`config.mk`:
```
export PLATFORM = sky130hd
export DESIGN_NAME = mxint8_block_quantizer
export DESIGN_NICKNAME = d
export VERILOG_FILES = /design/src/rtl/mxint8_block_quantizer_pkg.sv /design/src/rtl/mxint8_element_quantize.sv /design/src/rtl/mxint8_block_quantizer.sv
export SDC_FILE = /design/constraint.sdc
export NUM_CORES = 2
export LEC_CHECK = 0
export ABC_CLOCK_PERIOD_IN_PS = 20000
export CORE_ASPECT_RATIO = 0.75
export CORE_MARGIN = 4
export CORE_UTILIZATION = 50
export DETAILED_ROUTE_END_ITERATION = 8
export GPL_TIMING_DRIVEN = 0
export PLACE_DENSITY_LB_ADDON = 0.25
export SYNTH_ARGS = -nofsm -noshare
export SYNTH_HDL_FRONTEND = slang
export SYNTH_SLANG_ARGS = --single-unit
export TNS_END_PERCENT = 100
```
`constraint.sdc`:
```
create_clock -name i_clk -period 20 [get_ports i_clk]
set_input_delay 4 -clock i_clk [delete_from_list [all_inputs] [get_ports i_clk]]
set_output_delay 4 -clock i_clk [all_outputs]
set_load 0.005 [all_outputs]
```
`src/rtl/mxint8_block_quantizer_pkg.sv`:
```
// Shared definitions for the MXINT8 block quantizer: float32 fields, E8M0 constants, FSM states.
// Subnormal handling is selected with the MXINT8_SUBNORMAL_EN macro.
package mxint8_block_quantizer_pkg;

  localparam int F32_SIGN_BIT = 31;
  localparam int F32_EXP_MSB  = 30;
  localparam int F32_EXP_LSB  = 23;
  localparam int F32_MANT_MSB = 22;

  localparam logic [7:0] E8M0_NAN           = 8'hFF;
  localparam int         DEFAULT_BLOCK_SIZE = 32;

  typedef enum logic [1:0] {
    ST_COLLECT = 2'd0,
    ST_QUANT   = 2'd1,
    ST_OUTPUT  = 2'd2
  } state_t;

  // Exponent used for scale selection and alignment; zeros map to 0 so they never raise the max.
  function automatic logic [7:0] eff_exp(input logic [31:0] f);
`ifdef MXINT8_SUBNORMAL_EN
    if (f[F32_EXP_MSB:F32_EXP_LSB] == 8'd0) begin
      eff_exp = (f[F32_MANT_MSB:0] != 23'd0) ? 8'd1 : 8'd0;
    end else begin
      eff_exp = f[F32_EXP_MSB:F32_EXP_LSB];
    end
`else
    eff_exp = f[F32_EXP_MSB:F32_EXP_LSB];
`endif
  endfunction

  // 24-bit significand with hidden bit; exp-0 inputs are subnormal or flushed depending on build.
  function automatic logic [23:0] eff_sig(input logic [31:0] f);
    logic hidden;
    hidden = (f[F32_EXP_MSB:F32_EXP_LSB] != 8'd0);
`ifdef MXINT8_SUBNORMAL_EN
    eff_sig = {hidden, f[F32_MANT_MSB:0]};
`else
    eff_sig = hidden ? {1'b1, f[F32_MANT_MSB:0]} : 24'd0;
`endif
  endfunction

endpackage

```
`src/rtl/mxint8_element_quantize.sv`:
```
// Combinational float32 -> signed MXINT element against a shared exponent (shift, RNE, clamp, sign).
// Subnormal treatment follows MXINT8_SUBNORMAL_EN through the package helpers.
module mxint8_element_quantize
  import mxint8_block_quantizer_pkg::*;
#(
  parameter int ELEMENT_WIDTH = 8
) (
  input  logic [31:0]              float32,
  input  logic [7:0]               max_exp,
  output logic [ELEMENT_WIDTH-1:0] element
);

  localparam int MW = ELEMENT_WIDTH - 1;

  logic [7:0]    exp_s;
  logic [7:0]    d_s;
  logic [23:0]   sig_s;
  logic [47:0]   shifted_s;
  logic [MW-1:0] mag_s;
  logic          guard_s;
  logic          sticky_s;
  logic          round_up_s;
  logic [MW:0]   sum_s;
  logic [MW-1:0] sat_s;

  // Align to the block exponent, round to nearest even, clamp symmetrically, apply sign
  always_comb begin
    exp_s      = eff_exp(float32);
    sig_s      = eff_sig(float32);
    d_s        = max_exp - exp_s;
    shifted_s  = {sig_s, 24'd0} >> d_s;
    mag_s      = shifted_s[47 -: MW];
    guard_s    = shifted_s[47 - MW];
    sticky_s   = |shifted_s[46 - MW:0];
    round_up_s = guard_s & (sticky_s | mag_s[0]);
    sum_s      = {1'b0, mag_s} + {{MW{1'b0}}, round_up_s};
    sat_s      = sum_s[MW] ? {MW{1'b1}} : sum_s[MW-1:0];
    element    = float32[F32_SIGN_BIT] ? (~{1'b0, sat_s} + {{MW{1'b0}}, 1'b1})
                                       : {1'b0, sat_s};
  end

endmodule

```
`src/rtl/mxint8_block_quantizer.sv`:
```
// Streaming float32 -> MXINT8 block quantizer: collect BLOCK_SIZE values, quantize one per cycle,
// hold the block until accepted. MXINT8_SUBNORMAL_EN enables subnormal inputs.
module mxint8_block_quantizer
  import mxint8_block_quantizer_pkg::*;
#(
  parameter int BLOCK_SIZE    = DEFAULT_BLOCK_SIZE,
  parameter int ELEMENT_WIDTH = 8
) (
  input  logic                                i_clk,
  input  logic                                i_rst,
  input  logic                                i_valid,
  input  logic [31:0]                         i_float32,
  output logic                                o_ready,
  output logic                                o_valid,
  input  logic                                i_ready,
  output logic [7:0]                          o_scale,
  output logic [BLOCK_SIZE*ELEMENT_WIDTH-1:0] o_mxint8_elements
);

  localparam int             CW       = $clog2(BLOCK_SIZE);
  localparam logic [CW-1:0]  CNT_LAST = CW'(BLOCK_SIZE - 1);
  localparam logic [CW-1:0]  CNT_ONE  = CW'(1);

  state_t                   state_r;
  logic [CW-1:0]            cnt_r;
  logic [7:0]               max_exp_r;
  logic                     nan_seen_r;
  logic [31:0]              buf_r [BLOCK_SIZE];
  logic [ELEMENT_WIDTH-1:0] q_elem_s;
  logic [7:0]               in_exp_s;
  logic                     xfer_s;
  logic                     last_s;

  assign o_ready  = (state_r == ST_COLLECT) && !i_rst;
  assign xfer_s   = i_valid && o_ready;
  assign last_s   = (cnt_r == CNT_LAST);
  assign in_exp_s = eff_exp(i_float32);

  mxint8_element_quantize #(
    .ELEMENT_WIDTH(ELEMENT_WIDTH)
  ) u_elem (
    .float32 (buf_r[cnt_r]),
    .max_exp (max_exp_r),
    .element (q_elem_s)
  );

  // Sample buffer; contents are only meaningful for the block in flight
  always_ff @(posedge i_clk) begin
    if (xfer_s) begin
      buf_r[cnt_r] <= i_float32;
    end
  end

  // Block FSM: collect inputs, quantize one slot per cycle, hold the result until taken
  always_ff @(posedge i_clk) begin
    if (i_rst) begin
      state_r           <= ST_COLLECT;
      cnt_r             <= '0;
      max_exp_r         <= 8'd0;
      nan_seen_r        <= 1'b0;
      o_valid           <= 1'b0;
      o_scale           <= 8'd0;
      o_mxint8_elements <= '0;
    end else begin
      case (state_r)
        ST_COLLECT: begin
          if (xfer_s) begin
            max_exp_r  <= (in_exp_s > max_exp_r) ? in_exp_s : max_exp_r;
            nan_seen_r <= nan_seen_r | (i_float32[F32_EXP_MSB:F32_EXP_LSB] == 8'hFF);
            cnt_r      <= last_s ? '0 : cnt_r + CNT_ONE;
            state_r    <= last_s ? ST_QUANT : ST_COLLECT;
          end
        end
        ST_QUANT: begin
          // A NaN/Inf anywhere in the block zeroes every element
          o_mxint8_elements[cnt_r*ELEMENT_WIDTH +: ELEMENT_WIDTH] <=
            nan_seen_r ? {ELEMENT_WIDTH{1'b0}} : q_elem_s;
          cnt_r <= last_s ? '0 : cnt_r + CNT_ONE;
          if (last_s) begin
            o_scale <= nan_seen_r ? E8M0_NAN : max_exp_r;
            o_valid <= 1'b1;
            state_r <= ST_OUTPUT;
          end
        end
        ST_OUTPUT: begin
          if (i_ready) begin
            o_valid    <= 1'b0;
            max_exp_r  <= 8'd0;
            nan_seen_r <= 1'b0;
            cnt_r      <= '0;
            state_r    <= ST_COLLECT;
          end
        end
        default: begin
          state_r <= ST_COLLECT;
          cnt_r   <= '0;
          o_valid <= 1'b0;
        end
      endcase
    end
  end

endmodule

```
* After elaboration in Yosys (flattened, before gate mapping)
Memory sizes are Yosys's and may differ from the RTL's. A register that Yosys moved wholly into a read port is not among the register bits.
Cells that the tools add are included.
** Operators by class
- Shift-type cells :: 3
- Bitwise operators :: 5
- Add/sub/neg operators :: 5
- $mul :: 0
- Multiplexer cells :: 28
- $lt $le $gt $ge :: 1
- Equality and inequality tests :: 8
- Div/mod/pow operators :: 0
- Reductions and logical operators :: 13
** Operator list (count)
- $bwmux W256 :: 1
- $shift A8 B34 Y256 const A :: 1
- $shiftx A8 B34 Y256 :: 1
- $mux W8 :: 6
- $shr A48 B8 Y48 :: 1
- $reduce_or A40 Y1 :: 1
- $neg A8 Y34 :: 1
- $mux W5 :: 5
- $mux W24 :: 1
- $pmux W8 S2 :: 1
- $pmux W5 S3 :: 1
- $reduce_and A3 Y1 :: 3
- $add A7 B1 Y8 :: 1
- $add A8 B1 Y8 const B :: 1
- $eq A8 B8 Y1 const B :: 1
- $gt A8 B8 Y1 :: 1
- $not A7 Y8 :: 1
- $reduce_bool A8 Y1 :: 1
- $sub A8 B8 Y8 :: 1
- $mux W7 :: 1
- $mux W1 :: 6
- $mux W2 :: 3
- $ne A2 B2 Y1 const B :: 3
- $pmux W2 S3 :: 1
- other kinds (16) :: 19
** Word-level totals
- Flip-flop bits (word level) :: 281
- Word-level logic and storage cells :: 71
- Memory bits (read-only) :: 0
- Memory bits (writable) :: 1024
- Memories :: 1
- Bits of input ports :: 36
- Latch bits :: 0
** Memories
- buf_r :: words 32, width 32, rd ports 1, clocked after Yosys merged registers in 1, wr ports 1, line mxint8_block_quantizer.sv:28 : logic [31:0] buf_r [BLOCK_SIZE];

* Longest topological paths before layout
- Depth after elaboration :: 14
- Depth in mapped cells :: 34
- Mapped depth without buffers :: 25

* By module
From an unflattened synthesis, not the netlist that was laid out.
** Second synthesis, totals
- Cell total of the unflattened synthesis :: 2940
- Area total of the unflattened synthesis :: 51431.8 um^2
** Modules (own cells, without submodules)
- mxint8_block_quantizer :: instances 1, area an instance 49505.0 um^2, cells an instance 2680
- mxint8_element_quantize :: instances 1, area an instance 1926.8 um^2, cells an instance 260

* Worst setup path after synthesis
Ideal clock, no wire load.
- Kind :: input -> output
- From :: in i_rst
- To :: out o_ready
- Slack :: 11148 ps
- Required time :: 16000 ps
- Data arrival time :: 4852 ps
- Path buffers :: 3
- Stages :: 4
- Cells stage by stage :: clkbuf_1 > clkbuf_1 > clkbuf_1 > nor3_1
** On the way
- Cells in the longest elaborated chain, start to end :: 2
** RTL lines
- start: declaration :: line mxint8_block_quantizer.sv:10 : input logic i_rst,
- $logic_not A1 Y1 :: line mxint8_block_quantizer.sv:34 : assign o_ready = (state_r == ST_COLLECT) && !i_rst;
- $logic_and A1 B1 Y1 :: line mxint8_block_quantizer.sv:34
- end: declaration :: line mxint8_block_quantizer.sv:13 : output logic o_ready,
No other way between the ends.

==> results_dict.tcl <==
set metrics [dict create \
    finalWirelength_um 175000 \
    clock_power_share_pct 40.2 \
    start_util_pct 50.4 \
    crit_family "buffers and inverters" \
    path_max_fanout 10 \
    yosysTopAreaCell "edfxtp_1" \
    required_ns 20.67 \
    hold_viol_final 0 \
    pin_count 302 \
    r2r_cells 28 \
    htreeDepth 3 \
    power.internal_w 0.00433 \
    violations "capacitance limit, slew limit" \
    dieWidth_um 384 \
    min_path_type "flip-flop to flip-flop" \
    ant_nets 0 \
    max-vdd-ir-drop_mv 0.0887 \
    rows 103 \
    first_global_vias 32600 \
    grt_use_total_pct 31.1 \
    die_h_um 290 \
    synth_flop_cell "edfxtp_1" \
    antenna_found_initial 4 \
    outcome "finished, violations left" \
    synthDistinctLibCells 86 \
    vias 35000 \
    cts_buffer_depth 3 \
    fin_total_pwr_w 0.00563 \
    max_stage_delay_ns 1.13 \
    combPwrFrac_pct 7.5 \
    crit_top_cell "clkbuf_1" \
    cts-root-buf "clkbuf_16" \
    core_mm2 0.105 \
    cp_num_cells 28 \
    cts_tree "built" \
    layout_min_cycle_time_ns 12.16 \
    switching_power_w 0.00130 \
    final_common_cell "edfxtp_1" \
    io_buffer_count 300 \
    synth_top_area_share_pct 58.0 \
    hpwl_um 123000 \
    drc_errors 0 \
    area_growth_pct 19.2 \
    slew_headroom_pct -0.780 \
    ys_ff_latch 1310 \
    post_cts_buffers 0 \
    timing_worst_setup_path_type "flip-flop to flip-flop" \
    setup.worst_path.start_class "flip-flop" \
    arrival_ns 12.84 \
    cts_sinks 1310 \
    drive_gt1_share_pct 14.0 \
    cts_buffers 119 \
    worstSetupEndpointType "flip-flop" \
    wl_per_cell_um 32.2 \
    synth_fp_nets 3517 \
    gp_congestion 0.973 \
    seq_power_share_pct 52.3 \
    synth_edf_count 1024 \
    via_per_inst 6.42 \
    syn_area_mm2 0.0530 \
    grt_max_degree 36 \
    cp_slowest_cell "nor4_1" \
    path_clk_slew_ns 0.07 \
    worst_slew_pin_slew_ns 1.51 \
    p_sw_share_pct 23.1 \
    cts_resized 0 \
    clock_skew_ns 0.0600 \
    async_flop_share_pct 0 \
    fin_crit_sh_pct 60.8 \
    min_delay_path_depth 2 \
    rsz0062_at_grt "false" \
    setup_viol 0 \
    grt_remaining_overflow 0 \
    maxCapViolations 1 \
    final_max_slew_viol_count 9 \
    crit_buf_inv 9 \
    worst_skew_pair.late_latency_ns 0.75 \
    reg2reg_slack_ns 7.84 \
    power_density_mw_per_mm2 89.1 \
    yosysWarningCount 0 \
    cts_hold_buf 0 \
    final_cell_mix "edfxtp_1 (1024), clkdlybuf4s50_1 (299), dfxtp_1 (286), mux2i_1 (269), nand2_1 (230)" \
    first_iter_violations 5197 \
    fin_nets 3993 \
    syn_area_per_cell_um2 15.3 \
    leakagePower_nw 20.3 \
    ys_seq_area_share_pct 68.8 \
    tns_ns 0 \
    fmax_ghz 0.0822 \
    syn_inst 3457 \
    grt_pass1_wl_um 247000 \
    die_area_mm2 0.111 \
    dr.pass1.iters 6 \
    synthTopCellsByArea "edfxtp_1 (58%), dfxtp_1 (11%), mux4_2 (7.5%), mux2i_1 (5.1%), nand3b_1 (1.8%)" \
]
[metal layers]
| layer | vias up | share of wire (%) | track usage [%] |
|---|---|---|---|
| li1 | 14500 | - | - |
| met1 | 17800 | 41 | 46.7 |
| met2 | 2358 | 43 | 44.7 |
| met3 | 329 | 13 | 8.69 |
| met4 | 0 | 3.2 | 8.86 |
| met5 | - | 0 | 0 |
[cell type report]
type / count / area (µm²)
fillers: 7831 / 42000
clock inverters: 61 / 543
inverters: 31 / 116
clock buffers: 158 / 3290
diodes: 3 / 7.51
well taps: 1417 / 1770
flip-flops and latches: 1310 / 36500
multi-input cells: 1909 / 15700
plain buffers: 207 / 976
repair buffers: 355 / 4320
[sequential cells by signal, summed over array words and instances, names as in the netlist, named ones only]
name               cells
buf_r               1024
cnt_r                  5
max_exp_r              8
nan_seen_r             1
o_mxint8_elements    256
o_scale                8
o_valid                1
state_r                2
[power groups by stage]
stage          clock network (W)  logic [W]  registers [W]
2_1_floorplan                  0   0.000246        0.00300
3_3_place_gp                   0   0.000404        0.00300
3_5_place_dp                   0   0.000407        0.00300
4_1_cts                  0.00227   0.000409        0.00294
5_1_grt                  0.00239   0.000445        0.00294
6_report                 0.00226   0.000423        0.00294
[cell usage after synthesis, drive strengths merged, types with 10 or more instances]
master and n:
a2111oi 11, a211oi 14, a21o 10, a21oi 115
a22o 11, a22oi 69, a311oi 13, and2 20
buf 78, clkbuf 129, dfxtp 286, edfxtp 1024
ha 23, inv 29, mux2 37, mux2i 269
mux4 177, nand2 230, nand2b 10, nand3 56
nand3b 130, nand4 14, nor2 245, nor2b 22
nor3 41, nor4 16, o21ai 86, o22ai 58
o31ai 71, or3 14, xnor2 10
[cells by family (layout without fill, tap and decap cells)]
family / count (synthesis) / after routing / share of synthesized area, %
flops: 1310 / 1310 / 68.8
simple gates: 845 / 845 / 7.95
compound gates: 541 / 541 / 6.92
mux: 483 / 483 / 13.4
buf+inv: 238 / 812 / 2.06
fa+ha+maj: 24 / 24 / 0.581
xor+xnor: 16 / 16 / 0.264
other cells: 0 / 3 / 0
[worst register-to-register path, delay by kind of cell, from the launching register on]
kind            cells  cell delay (ns)
buf+inv             9             4.56
flops               1             0.41
mux                 1             0.14
fa+ha+maj           2             0.59
compound gates      7             2.69
simple gates        9             3.70
[final timing paths]
path,startpoint,endpoint
worst max-delay path,flip-flop,o_mxint8_elements[201]
worst min-delay path,o_mxint8_elements[228],o_mxint8_elements[228]
worst max register to register,flip-flop,o_mxint8_elements[201]
worst min register to register,o_mxint8_elements[228],o_mxint8_elements[228]
[through the flow]
stage	cells	utilization (%)	hold slack [ns]	instance area, µm²	setup slack, ns
after floorplan	3457	-	0.448	53000	11.15
after global placement	5174	54.9	0.438	57800	8.55
after detailed placement	5229	56.4	0.442	59300	8.42
after CTS	5448	60.1	0.451	63200	8.44
after global routing	5450	60.1	0.470	63200	7.47
final	5451	60.1	0.451	63200	7.84
(Power assumes the default switching activity.)
